## config.mk

```make
export PLATFORM = sky130hd
export DESIGN_NAME = vdma_rd_arbiter
export DESIGN_NICKNAME = d
export VERILOG_FILES = /design/src/rtl/vdma_rd_arb_pkg.sv /design/src/rtl/rr_arbiter.sv /design/src/rtl/vdma_rd_arbiter.sv
export SDC_FILE = /design/constraint.sdc
export NUM_CORES = 1
export LEC_CHECK = 0
export BUFFER_PORTS_ARGS = -buffer_cell sky130_fd_sc_hd__buf_4
export CORE_AREA = 3 3 95 97
export DETAILED_ROUTE_END_ITERATION = 7
export DIE_AREA = 0 0 98 100
export GPL_TIMING_DRIVEN = 0
export MAX_ROUTING_LAYER = met4
export PLACE_DENSITY = 0.78
export SLEW_MARGIN = 20
export SYNTH_ARGS = -nofsm -noshare
export SYNTH_HDL_FRONTEND = slang
export SYNTH_SLANG_ARGS = --single-unit
```

## constraint.sdc

```tcl
create_clock -name axi_aclk -period 2.8 [get_ports axi_aclk]
set_input_delay 0.56 -clock axi_aclk [delete_from_list [all_inputs] [get_ports axi_aclk]]
set_output_delay 0.56 -clock axi_aclk [all_outputs]
set_load 0.01 [all_outputs]
```

## src/rtl/vdma_rd_arb_pkg.sv

```systemverilog
// Shared types, constants and the round-robin pick function for the VDMA read arbiter.
// A requester vector of up to 8 channels is supported by rr_pick.
package vdma_rd_arb_pkg;

    typedef enum logic {
        IDLE = 1'b0,
        ADDR = 1'b1
    } state_t;

    localparam int OUTS_W = 4;
    localparam int RR_MAX = 8;
    localparam int RR_IW  = 3;

    // First requesting index searching upward from last+1 (mod num); returns last when nothing requests.
    function automatic logic [RR_IW-1:0] rr_pick(
        input logic [RR_MAX-1:0] req,
        input logic [RR_IW-1:0]  last,
        input int                num
    );
        logic [RR_IW-1:0] pick;
        logic             found;
        int               j;
        pick  = last;
        found = 1'b0;
        for (int i = 1; i <= RR_MAX; i++) begin
            if (i <= num) begin
                j = (int'(last) + i) % num;
                if (!found && req[j]) begin
                    pick  = RR_IW'(j);
                    found = 1'b1;
                end
            end
        end
        return pick;
    endfunction

endpackage

```

## src/rtl/rr_arbiter.sv

```systemverilog
// Round-robin arbiter: one-hot grant and index of the next requester after `last`.
// Purely combinational; the caller owns the last-grant register.
module rr_arbiter
    import vdma_rd_arb_pkg::*;
#(
    parameter int NUM = 4,
    parameter int IW  = $clog2(NUM)
) (
    input  logic [NUM-1:0] req,
    input  logic [IW-1:0]  last,
    output logic [NUM-1:0] gnt,
    output logic [IW-1:0]  idx
);

    logic [RR_IW-1:0] w_pick;
    logic             w_any;

    assign w_pick = rr_pick(RR_MAX'(req), RR_IW'(last), NUM);
    assign w_any  = |req;
    assign idx    = w_pick[IW-1:0];

    always_comb begin
        gnt = '0;
        for (int k = 0; k < NUM; k++) begin
            if (w_any && (w_pick == RR_IW'(k))) begin
                gnt[k] = 1'b1;
            end
        end
    end

endmodule

```

## src/rtl/vdma_rd_arbiter.sv

```systemverilog
// Shares one AXI4 read master between NUM VDMA read channels: round-robin AR issue,
// capped outstanding bursts, and R-beat routing back to the owner by axi_rid.
module vdma_rd_arbiter
    import vdma_rd_arb_pkg::*;
#(
    parameter int NUM      = 4,
    parameter int ASIZE    = 29,
    parameter int LSIZE    = 9,
    parameter int IDSIZE   = 4,
    parameter int ID_BASE  = 0,
    parameter int MAX_OUTS = 4
) (
    input  logic                   axi_aclk,
    input  logic                   axi_resetn,
    input  logic [NUM-1:0]         req_valid,
    input  logic [NUM*ASIZE-1:0]   req_addr,
    input  logic [NUM*LSIZE-1:0]   req_len,
    output logic [NUM-1:0]         req_ready,
    output logic [NUM-1:0]         req_done,
    input  logic [NUM-1:0]         ch_rready,
    output logic [NUM-1:0]         ch_rvalid,
    output logic [IDSIZE-1:0]      axi_arid,
    output logic [ASIZE-1:0]       axi_araddr,
    output logic [LSIZE-1:0]       axi_arlen,
    output logic                   axi_arvalid,
    input  logic                   axi_arready,
    input  logic [IDSIZE-1:0]      axi_rid,
    input  logic                   axi_rvalid,
    input  logic                   axi_rlast,
    output logic                   axi_rready,
    output logic [OUTS_W-1:0]      outstanding,
    output logic                   rid_err,
    output state_t                 dbg_state
);

    // Handshakes: a transfer happens on a clock edge where valid and ready are both high;
    // valid never waits on ready, and AR payload is held stable while arvalid is high.

    localparam int                IW       = $clog2(NUM);
    localparam logic [OUTS_W-1:0] MAX_C    = OUTS_W'(MAX_OUTS);
    localparam logic [IW-1:0]     LAST_RST = IW'(NUM - 1);
    localparam logic [IDSIZE-1:0] BASE_C   = IDSIZE'(ID_BASE);
    localparam logic [IDSIZE:0]   NUM_C    = (IDSIZE + 1)'(NUM);

    state_t                r_state;
    state_t                w_state_nxt;
    logic [IW-1:0]         r_last_grant;
    logic [IW-1:0]         w_win_idx;
    logic [NUM-1:0]        w_gnt;
    logic                  w_accept;
    logic                  w_ar_hs;

    logic [IDSIZE-1:0]     r_arid;
    logic [ASIZE-1:0]      r_araddr;
    logic [LSIZE-1:0]      r_arlen;
    logic [OUTS_W-1:0]     r_outs;
    logic [NUM-1:0]        r_done;
    logic                  r_rid_err;

    logic [IDSIZE-1:0]     w_r_idx;
    logic                  w_r_mapped;
    logic [NUM-1:0]        w_r_hit;
    logic                  w_rlast_hs;
    logic                  w_dec;
    logic                  w_underflow;

    rr_arbiter #(
        .NUM (NUM),
        .IW  (IW)
    ) u_rr (
        .req  (req_valid),
        .last (r_last_grant),
        .gnt  (w_gnt),
        .idx  (w_win_idx)
    );

    // Arbitration only happens in IDLE and only while there is room for another burst.
    assign w_accept = (r_state == IDLE) && (|req_valid) && (r_outs < MAX_C);
    assign w_ar_hs  = axi_arvalid && axi_arready;

    always_ff @(posedge axi_aclk or negedge axi_resetn) begin
        if (!axi_resetn) begin
            r_state <= IDLE;
        end else begin
            r_state <= w_state_nxt;
        end
    end

    always_comb begin
        w_state_nxt = r_state;
        case (r_state)
            IDLE:    if (w_accept) w_state_nxt = ADDR;
            ADDR:    if (axi_arready) w_state_nxt = IDLE;
            default: w_state_nxt = IDLE;
        endcase
    end

    always_comb begin
        axi_arvalid = (r_state == ADDR);
        req_ready   = w_accept ? w_gnt : '0;
        dbg_state   = r_state;
    end

    always_ff @(posedge axi_aclk or negedge axi_resetn) begin
        if (!axi_resetn) begin
            r_last_grant <= LAST_RST;
            r_arid       <= '0;
            r_araddr     <= '0;
            r_arlen      <= '0;
        end else if (w_accept) begin
            r_last_grant <= w_win_idx;
            r_arid       <= BASE_C + IDSIZE'(w_win_idx);
            r_araddr     <= req_addr[w_win_idx*ASIZE +: ASIZE];
            r_arlen      <= req_len[w_win_idx*LSIZE +: LSIZE];
        end
    end

    // R routing is purely combinational; unmapped IDs are drained with rready forced high.
    assign w_r_idx    = axi_rid - BASE_C;
    assign w_r_mapped = ({1'b0, w_r_idx} < NUM_C);

    always_comb begin
        ch_rvalid  = '0;
        axi_rready = 1'b1;
        w_r_hit    = '0;
        for (int k = 0; k < NUM; k++) begin
            if (w_r_mapped && (w_r_idx == IDSIZE'(k))) begin
                ch_rvalid[k] = axi_rvalid;
                axi_rready   = ch_rready[k];
                w_r_hit[k]   = 1'b1;
            end
        end
    end

    assign w_rlast_hs  = axi_rvalid && axi_rready && axi_rlast;
    assign w_dec       = w_rlast_hs && w_r_mapped && (r_outs != '0);
    assign w_underflow = w_rlast_hs && w_r_mapped && (r_outs == '0);

    always_ff @(posedge axi_aclk or negedge axi_resetn) begin
        if (!axi_resetn) begin
            r_outs    <= '0;
            r_done    <= '0;
            r_rid_err <= 1'b0;
        end else begin
            if (w_ar_hs && !w_dec) begin
                r_outs <= r_outs + 1'b1;
            end else if (!w_ar_hs && w_dec) begin
                r_outs <= r_outs - 1'b1;
            end
            r_done    <= w_rlast_hs ? w_r_hit : '0;
            r_rid_err <= r_rid_err | (axi_rvalid && !w_r_mapped) | w_underflow;
        end
    end

    assign axi_arid    = r_arid;
    assign axi_araddr  = r_araddr;
    assign axi_arlen   = r_arlen;
    assign outstanding = r_outs;
    assign req_done    = r_done;
    assign rid_err     = r_rid_err;

endmodule

```

After elaboration in Yosys (flattened, before gate mapping)
Cells that the tools add are included.
{"block": "classes", "reduce_logical": 38, "shifts": 2, "eq_ne": 6, "addsub": 6, "n_mux": 42, "n_div": 0, "bitwise": 7, "n_lt_le_gt_ge": 6, "multipliers": 2}
{"operator": "$shiftx 116x8->29", "n": 1}
{"operator": "$shiftx 36x7->9", "n": 1}
{"operator": "$mux 1", "n": 29}
{"operator": "$logic_and 1x1->1", "n": 22}
{"operator": "$lt 3x5->1 const B", "n": 4}
{"operator": "$mux 4", "n": 4}
{"operator": "$bmux 1 s3", "n": 4}
{"operator": "$mux 3", "n": 4}
{"operator": "$eq 4x2->1 const B", "n": 2}
{"operator": "$logic_not 4->1", "n": 2}
{"operator": "$lt 4x3->1 const B", "n": 2}
{"operator": "$reduce_or 2->1", "n": 4}
{"operator": "$mul 2x5->7 const B", "n": 1}
{"operator": "$eq 3x2->1 const B", "n": 2}
{"operator": "$logic_not 1->1", "n": 6}
{"operator": "$mul 2x4->6 const B", "n": 1}
{"operator": "$add 2x1->2 const B", "n": 2}
{"operator": "$add 2x2->2 const B", "n": 2}
{"operator": "$add 4x1->4 const B", "n": 1}
{"operator": "$and 1x1->1 const A", "n": 4}
{"operator": "$eq 4x1->1 const B", "n": 1}
{"operator": "$reduce_bool 4->1", "n": 1}
{"operator": "$reduce_or 4->1", "n": 1}
{"operator": "$sub 4x1->4 const B", "n": 1}
{"operator": "other kinds (6)", "n": 7}
{"block": "totals", "n_memories": 0, "rom_bits": 0, "out_inout_bits": 62, "latch_bits": 0, "mem_bits_rw": 0, "register_bits": 52, "inputBits": 169, "word_cells": 117}

Logic depth before layout (Yosys ltp)
Gate-level depths: netlist (run 1).
{"block": "logic_depth", "depth_word": 20, "mapped_depth": 12, "mapped_depth_nobuf": 12}

Hierarchy
From an unflattened synthesis (run 1), not the netlist that was laid out.
{"block": "hier_totals", "cells_unflattened": 231, "area_unflattened_um2": 3370.7}
{"mod": "vdma_rd_arbiter", "cells_each": 203, "instances": 1, "area_per_inst_um2": 3210.6}
{"mod": "rr_arbiter", "cells_each": 28, "instances": 1, "area_per_inst_um2": 160.2}

Worst setup path before layout (run 1)
OpenSTA, ideal clock, no wires.
{"block": "synth_path", "path_type": "input to register", "from": "input axi_rid[0]", "to": "register r_outs[3], in the netlist outstanding[3]", "stages": 10, "setup_slack_ps": 382, "path_buffers": 0, "arrival_ps": 2290, "required_time_ps": 2672, "cell_sequence": "mux4_2 > nand3_1 > ha_1 > inv_1 > ha_1 > a21o_1 > a21oi_1 > xnor2_1 > nor2_1 > xor2_1"}
{"block": "synth_via", "elab_chain_cells": 13}
{"element": "start: declaration", "line_no": "vdma_rd_arbiter.sv:27", "text": "input logic [IDSIZE-1:0] axi_rid,"}
{"element": "$lt 4x3->1 or $logic_not 4->1 (tied branches)", "line_no": "vdma_rd_arbiter.sv:120, vdma_rd_arbiter.sv:127"}
{"element": "$logic_and 1x1->1", "line_no": "vdma_rd_arbiter.sv:127", "text": "if (w_r_mapped && (w_r_idx == IDSIZE'(k))) begin"}
{"element": "$mux 1 (4 in series)", "line_no": "vdma_rd_arbiter.sv:127"}
{"element": "$logic_and 1x1->1 (2 in series)", "line_no": "vdma_rd_arbiter.sv:135", "text": "assign w_rlast_hs = axi_rvalid && axi_rready && axi_rlast;"}
{"element": "$logic_and 1x1->1 (*) (2 in series)", "line_no": "vdma_rd_arbiter.sv:136", "text": "assign w_dec = w_rlast_hs && w_r_mapped && (r_outs != '0);"}
{"element": "$logic_not 1->1", "line_no": "vdma_rd_arbiter.sv:145", "text": "if (w_ar_hs && !w_dec) begin"}
{"element": "$logic_and 1x1->1", "line_no": "vdma_rd_arbiter.sv:145"}
{"element": "$mux 4 or $reduce_bool 2->1 (tied branches)"}
{"element": "end signal: assignment", "line_no": "vdma_rd_arbiter.sv:146", "text": "r_outs <= r_outs + 1'b1;"}
{"element": "end signal: assignment", "line_no": "vdma_rd_arbiter.sv:148", "text": "r_outs <= r_outs - 1'b1;"}
{"element": "end: declaration", "line_no": "vdma_rd_arbiter.sv:56", "text": "logic [OUTS_W-1:0] r_outs;"}
Mark *: on every way between the ends. The rest lies on a longest branch, timed or not.
A chain may end at the register's enable or synchronous reset.

Worst setup path after layout (run 1)
{"block": "layout_path", "from": "register r_last_grant[0]", "to": "output req_ready[0]"}
{"block": "layout_via", "elab_chain_cells": 20}
{"element": "start: declaration", "line_no": "vdma_rd_arbiter.sv:47", "text": "logic [IW-1:0] r_last_grant;"}
{"element": "start signal: assignment", "line_no": "vdma_rd_arbiter.sv:111", "text": "r_last_grant <= w_win_idx;"}
{"element": "$add 2x1->2", "line_no": "vdma_rd_arb_pkg.sv:27", "text": "j = (int'(last) + i) % num;"}
{"element": "$reduce_or 2->1 (no source line)"}
{"element": "$and 1x1->1 (no source line)"}
{"element": "$bmux 1 s3", "line_no": "vdma_rd_arb_pkg.sv:28", "text": "if (!found && req[j]) begin"}
{"element": "$mux 1 (implied by the code) (2 in series)", "line_no": "vdma_rd_arb_pkg.sv:28"}
{"element": "$mux 1", "line_no": "vdma_rd_arb_pkg.sv:28"}
{"element": "$logic_not 1->1", "line_no": "vdma_rd_arb_pkg.sv:28"}
{"element": "$logic_and 1x1->1", "line_no": "vdma_rd_arb_pkg.sv:28"}
{"element": "[... 3 more ...]"}
{"element": "$mux 1", "line_no": "vdma_rd_arb_pkg.sv:28"}
{"element": "$logic_not 1->1", "line_no": "vdma_rd_arb_pkg.sv:28"}
{"element": "$logic_and 1x1->1", "line_no": "vdma_rd_arb_pkg.sv:28"}
{"element": "$mux 3 (*)", "line_no": "vdma_rd_arb_pkg.sv:28"}
{"element": "$logic_not 3->1 (*)", "line_no": "rr_arbiter.sv:25", "text": "if (w_any && (w_pick == RR_IW'(k))) begin"}
{"element": "$logic_and 1x1->1 (*)", "line_no": "rr_arbiter.sv:25"}
{"element": "$mux 1 (*)", "line_no": "rr_arbiter.sv:25"}
{"element": "$mux 4 (*)", "line_no": "vdma_rd_arbiter.sv:100", "text": "req_ready = w_accept ? w_gnt : '0;"}
{"element": "end: declaration", "line_no": "vdma_rd_arbiter.sv:18", "text": "output logic [NUM-1:0] req_ready,"}
Mark *: on every way between the ends. The rest lies on a longest branch, timed or not. The select of a mux whose other input is x is not followed.

==> out/results.tsv, run 1 <==
metric	value	unit
routed wire length	11460	microns
#FFs+latches synth	52	
DR vias/cell	5.208	
pin count of the biggest net entering global routing	53	
sequential share of the synthesized area	37.36	%
worst hold slack	295.3	ps
setup tns final	0	ps
kind of critical path	register to output port	
DRT iter0 DRCs	74	
status	complete, no violations	
gpl congestion	0.8556	
# H-tree levels	2	
GRT Residual Overflow	0	
Max-Cap Viols	0	
total clock sinks	52	
FFs w/ async S/R, synth	100.0	%
crit path DAT	2110	ps
hpwl dp	9348	microns
fmax	374.3	MHz
DR WL/cell	17.96	microns
Slew HR	55.04	%
Post-route DRC	0	
non-filler instance count after layout	638	
LEAKAGE	0.002774	uW
Initial Util	42.47	%
Startpoint Class	register	
first-pass GRT wire length	17800	microns
Initial DRT Pass Iterations	4	
post-route ant nets	0	
FILL cells	674	
diode count	0	
Total Nets Final	705	
die height	100	microns
Yosys warning count	0	
post-synth cell types	37	
worst path cell trace	nor2b_1 -> a21oi_1 -> a221oi_2 -> buf_6 -> buf_8 -> inv_1 -> nor2_1 -> buf_4	
Hold Buf Count CTS	0	
Via Count	3323	
CTS buffer count	5	
Setup Buffers After CTS	0	
r2r setup slk	320	ps
Hold Violations, Final	0	
pwr dens	926.0	nW/um^2
Clock transition at path regs	90	ps
Max Fanout on Critical Path	10	
Clock Tree Root	clkbuf_8	
Worst Setup End Kind	output port	
Area Overhead vs Synth	55.90	%
share of cells above drive strength 1	56.47	%
Clock Latency Late Sink	300	ps
Top FF cell, synth	dfrtp_1	
most common cell after layout, fill and taps aside	buf_4	
Post-synth EDFFs	0	
Req. time, crit path	2240	ps
Min-Delay Path Class	primary input to async pin	
clock skew	6.526	ps
DIE WIDTH	98	microns
GRT Total Usage	23.23	%
CTS resizes	0	
Ports	231	
area of the multi-input gates	1914	sq um
RSZ-0062 raised after global routing	no	
final setup vio count	0	
Worst-Margin Slew	674.4	ps
Syn Inst Count	296	
full die area	9800	sq um
FP Rows	33	
commonest non-fill, non-tap cells in the layout	buf_4, mux2i_1, dfrtp_1, nand2_1, o221ai_2	
Placed Area	5336	sq um
register area	1304	sq um
VDD IR max	0.4197	mV
Post-Place Cells	630	
vias in the first global route	3559	
port buffer count	228	
Avg Cell Area, Syn	11.79	sq um
max incr delay on CP	570	ps
post-synthesis cell area	3490	sq um
core box area	8217	sq um
crit path max-delay cell type	dfstp_2	
PnR Total Power	5037	uW
min Tclk post-route	2672	ps
Bufs on Longest Clock Path	2	
design area	5440	sq um
initial antenna violation count	0	
CTS tree	yes	
final count of pins violating max slew	0	
fin crit share	95.41	%
synth_stat cells, types with 2 or more instances:
master	n	area [sq um]
a21o_1	2	15.01
a21oi_1	5	25.02
and2_1	3	18.77
and3_1	3	18.77
and4_1	2	17.52
buf_12	7	140.1
buf_2	6	30.03
buf_4	6	45.04
buf_6	2	22.52
clkbuf_1	4	15.01
dfrtp_1	50	1251
dfstp_2	2	52.55
ha_1	3	37.54
inv_1	4	15.01
mux2i_1	77	770.7
nand2_1	45	168.9
nand2b_1	2	12.51
nor2_1	10	37.54
nor2b_1	3	18.77
nor3_1	3	15.01
o21ai_0	2	10.01
o221ai_2	38	570.6
xnor2_1	3	26.28
layout make-up:
cell class / instances / area share [%]
multi-input cells: 215 / 35.19
repair buffers: 228 / 31.46
flip-flops and latches: 52 / 23.97
plain buffers: 26 / 5.037
well taps: 105 / 2.415
clock buffers: 8 / 1.656
inverters: 4 / 0.2760
report_power, final:
group / total [uW] / switching, uW / leakage (uW) / internal [uW]
clock: 437 / 235 / 0.0000455 / 202
combinational: 3290 / 1610 / 0.00209 / 1680
sequential: 1310 / 211 / 0.000641 / 1100
metrics by stage:
stage                     utilization, %  worst slack [ps]
after global routing               66.21            0.9670
after floorplan                        -             382.2
after CTS                          66.04             1.034
after global placement             64.95             141.5
final                              66.21             128.5
after detailed placement           64.95             96.98
registers in the layout, indices dropped and copies added, names as in the netlist:
register      flops
axi_arvalid       1
axi_arlen         9
axi_arid          2
r_last_grant      2
req_done          4
rid_err           1
outstanding       4
axi_araddr       29
critical path, delay by kind of cell (launching register included):
family                 cells  cell delay [ps]
AOI/OAI and AO/OA          2              310
DFF                        1              570
buffers and inverters      4              620
and+or+nand+nor            2              320
path summary, 6_finish.rpt:
kind / from / end / cells past startpoint
max: r_last_grant[0]$_DFFE_PN1P_ / req_ready[0] / 8
min in group axi_aclk: axi_arready / axi_arvalid$_DFF_PN0_ / 2
min: axi_resetn / axi_arlen[5]$_DFFE_PN0P_ / 1
max reg2reg: outstanding[0]$_DFFE_PN0P_ / outstanding[3]$_DFFE_PN0P_ / 11
min reg2reg: rid_err$_DFF_PN0_ / rid_err$_DFF_PN0_ / 1
max in group asynchronous: axi_resetn / req_done[2]$_DFF_PN0_ / 1
logic make-up after synthesis:
logic type / Yosys count / share of synthesized area [%]
multiplexers: 79 / 23.05
AND/OR/NAND/NOR: 73 / 9.143
AO/OA/AOI/OAI: 53 / 19.58
flip-flops: 52 / 37.36
buffers and inverters: 30 / 8.103
adder cells (fa/ha/maj): 4 / 1.649
XOR/XNOR: 4 / 1.004
other: 1 / 0.1075
layer usage:
metal | up-vias | GRT usage [%] | routed length, microns
li1 | 1577 | - | -
met3 | 13 | 4.795 | 793
met4 | 0 | 5.218 | 183
met5 | - | - | 0
met2 | 138 | 42.36 | 6085
met1 | 1595 | 26.26 | 4397
Note: power is estimated with default switching activity, not from simulation.
==> inputs of run 2 (changes only) <==
==> constraint.sdc (replaced) <==
create_clock -name axi_aclk -period 2.8 [get_ports axi_aclk]
set_input_delay 0.56 -clock axi_aclk [delete_from_list [all_inputs] [get_ports axi_aclk]]
set_output_delay 0.56 -clock axi_aclk [all_outputs]
set_load 0.1 [all_outputs]
==> run 2 against run 1 <==
Effect of this change:
- critical path depth grew 1
- clock power shrank 5.9%
- via count fell by 0.18%
- cell count increased by 0.47%
- largest power group unchanged
- highest routed layer unchanged
- final area up 1.4%
- critical endpoint is now req_ready[3]
- hold slack worse by 18 ps
- maximum frequency fell by 1.9%
- core utilization up 0.90 points
- wire length rose by 1.7%
- sequential power about the same
- register-to-register slack worse by 20 ps
==> out/results.tsv, run 2 (same netlist as run 1, synthesis figures left out) <==
metric	value	unit	change
CTS buffer count	5		unchanged
worst path cell trace	buf_6 -> a21oi_1 -> a31o_2 -> o32ai_1 -> nand2b_1 -> clkbuf_4 -> buf_8 -> nor2_4 -> buf_4		
r2r startpoint	outstanding[0]$_DFFE_PN0P_		
pin count of the biggest net entering global routing	53		unchanged
Clock Latency Late Sink	300	ps	about the same
Max-Cap Viols	0		unchanged
max incr delay on CP	540	ps	-30 ps
status	complete, no violations		
fmax	367.1	MHz	-1.9%
total clock sinks	52		unchanged
core box area	8217	sq um	unchanged
Critical path origin	r_last_grant[1]$_DFFE_PN1P_		
DR WL/cell	18.19	microns	+1.3%
full die area	9800	sq um	unchanged
Max Fanout on Critical Path	10		unchanged
RSZ-0062 raised after global routing	yes		
Initial Util	42.47	%	unchanged
commonest non-fill, non-tap cells in the layout	buf_4, mux2i_1, dfrtp_1, nand2_1, o221ai_2		
final count of pins violating max slew	0		unchanged
non-filler instance count after layout	641		+0.47%
register area	1308	sq um	+0.29%
FILL cells	638		-5.3%
fin crit share	97.30	%	+1.9 points
Final Util	67.11	%	+0.90 points
GRT Total Usage	23.53	%	+0.30 points
Min-Delay Path Class	primary input to async pin		
VDD IR max	0.6306	mV	+50%
Hold Buf Count CTS	0		unchanged
Clock transition at path regs	100	ps	about the same
gpl congestion	0.9004		+5.2%
hpwl dp	9670	microns	+3.4%
LEAKAGE	0.002792	uW	+0.65%
Clock Tree Root	clkbuf_8		
die height	100	microns	unchanged
Post-route DRC	0		unchanged
routed wire length	11660	microns	+1.7%
DRT iter0 DRCs	51		-31%
Bufs on Longest Clock Path	2		unchanged
Startpoint Class	register		
Initial DRT Pass Iterations	4		unchanged
CTS tree	yes		
Total Nets Final	708		+0.43%
Area Overhead vs Synth	58.01	%	
Post-Place Cells	630		unchanged
Hold Violations, Final	0		unchanged
final setup vio count	0		unchanged
Slew HR	42.43	%	-13 points
crit path max-delay cell type	dfstp_2		
kind of critical path	register to output port		
CP bufs+invs	4		unchanged
DIE WIDTH	98	microns	unchanged
crit path DAT	2160	ps	+50 ps
Worst Setup End Kind	output port		
family with the most delay on the worst path	buffers and inverters		
vias in the first global route	3534		-0.70%
area of the multi-input gates	1942	sq um	+1.4%
clock skew	8.862	ps	+2.337 ps
FP Rows	33		unchanged
GRT Residual Overflow	0		unchanged
PnR Total Power	7426	uW	+47%
Via Count	3317		-0.18%
# H-tree levels	2		unchanged
DR vias/cell	5.175		-0.65%
Req. time, crit path	2240	ps	about the same
diode count	0		unchanged
initial antenna violation count	0		unchanged
Ports	231		unchanged
first-pass GRT wire length	17930	microns	+0.70%
Largest register FFs	29		unchanged
pwr dens	1347	nW/um^2	+45%
Worst-Margin Slew	852.3	ps	+178.0 ps
share of cells above drive strength 1	58.40	%	+1.9 points
min Tclk post-route	2724	ps	+52.81 ps
post-route ant nets	0		unchanged
port buffer count	228		unchanged
most common cell after layout, fill and taps aside	buf_4		
run 2: cell count changes in the layout (fill, tap and decap cells not counted), sizes merged:
cell | before | now
buf | 250 | 252
clkinv | 0 | 1
run 2: area by class of cell:
class                           instances  share of cell area, %
Sequential cell                        52                  23.71
Buffer                                 26                  5.128
Inverter                                4                 0.2723
Tap cell                              105                  2.383
Timing Repair Buffer                  231                  31.81
Multi-Input combinational cell        215                  35.22
Clock buffer                            7                  1.384
Clock inverter                          1                0.09076
run 2: per-stage QoR:
step	worst slack, ps	setup TNS [ps]	instance area [sq um]	hold slack, ps
after detailed placement	61.18	0	5373	450.2
final	75.68	0	5514	276.9
after CTS	27.87	0	5475	307.5
after global routing	-33.11	-65.54	5514	328.1
after floorplan	-131.6	-131.6	3530	264.4
after global placement	124.9	0	5373	444.4
run 2: worst paths after layout:
path,slack (ps),cells past startpoint,endpoint
min in group axi_aclk,440,2,axi_arvalid$_DFF_PN0_
max reg2reg,300,11,outstanding[3]$_DFFE_PN0P_
min reg2reg,470,1,rid_err$_DFF_PN0_
min,280,1,axi_arlen[6]$_DFFE_PN0P_
max,80,9,req_ready[3]
max in group asynchronous,2020,1,outstanding[2]$_DFFE_PN0P_
run 2: routing by layer:
metal / GRT usage [%] / vias up / wire (microns) / share of wire, %
li1: - / 1589 / - / -
met1: 26.87 / 1587 / 4417 / 38
met3: 5.351 / 7 / 864 / 7.4
met4: 4.153 / 0 / 79 / 0.68
met2: 42.77 / 134 / 6299 / 54
met5: - / - / 0 / 0
run 2: timing repair:
item | CTS | global route
buffers inserted | 1 | 2
resized for setup | 4 | 8
endpoints found under the setup margin | 3 | 4
run 2: power breakdown:
| group | total, uW | leakage [uW] | internal, uW | switching, uW |
|---|---|---|---|---|
| registers | 1320 | 0.000638 | 1110 | 213 |
| clock network | 411 | 0.0000422 | 176 | 235 |
| logic | 5700 | 0.00211 | 1750 | 3950 |
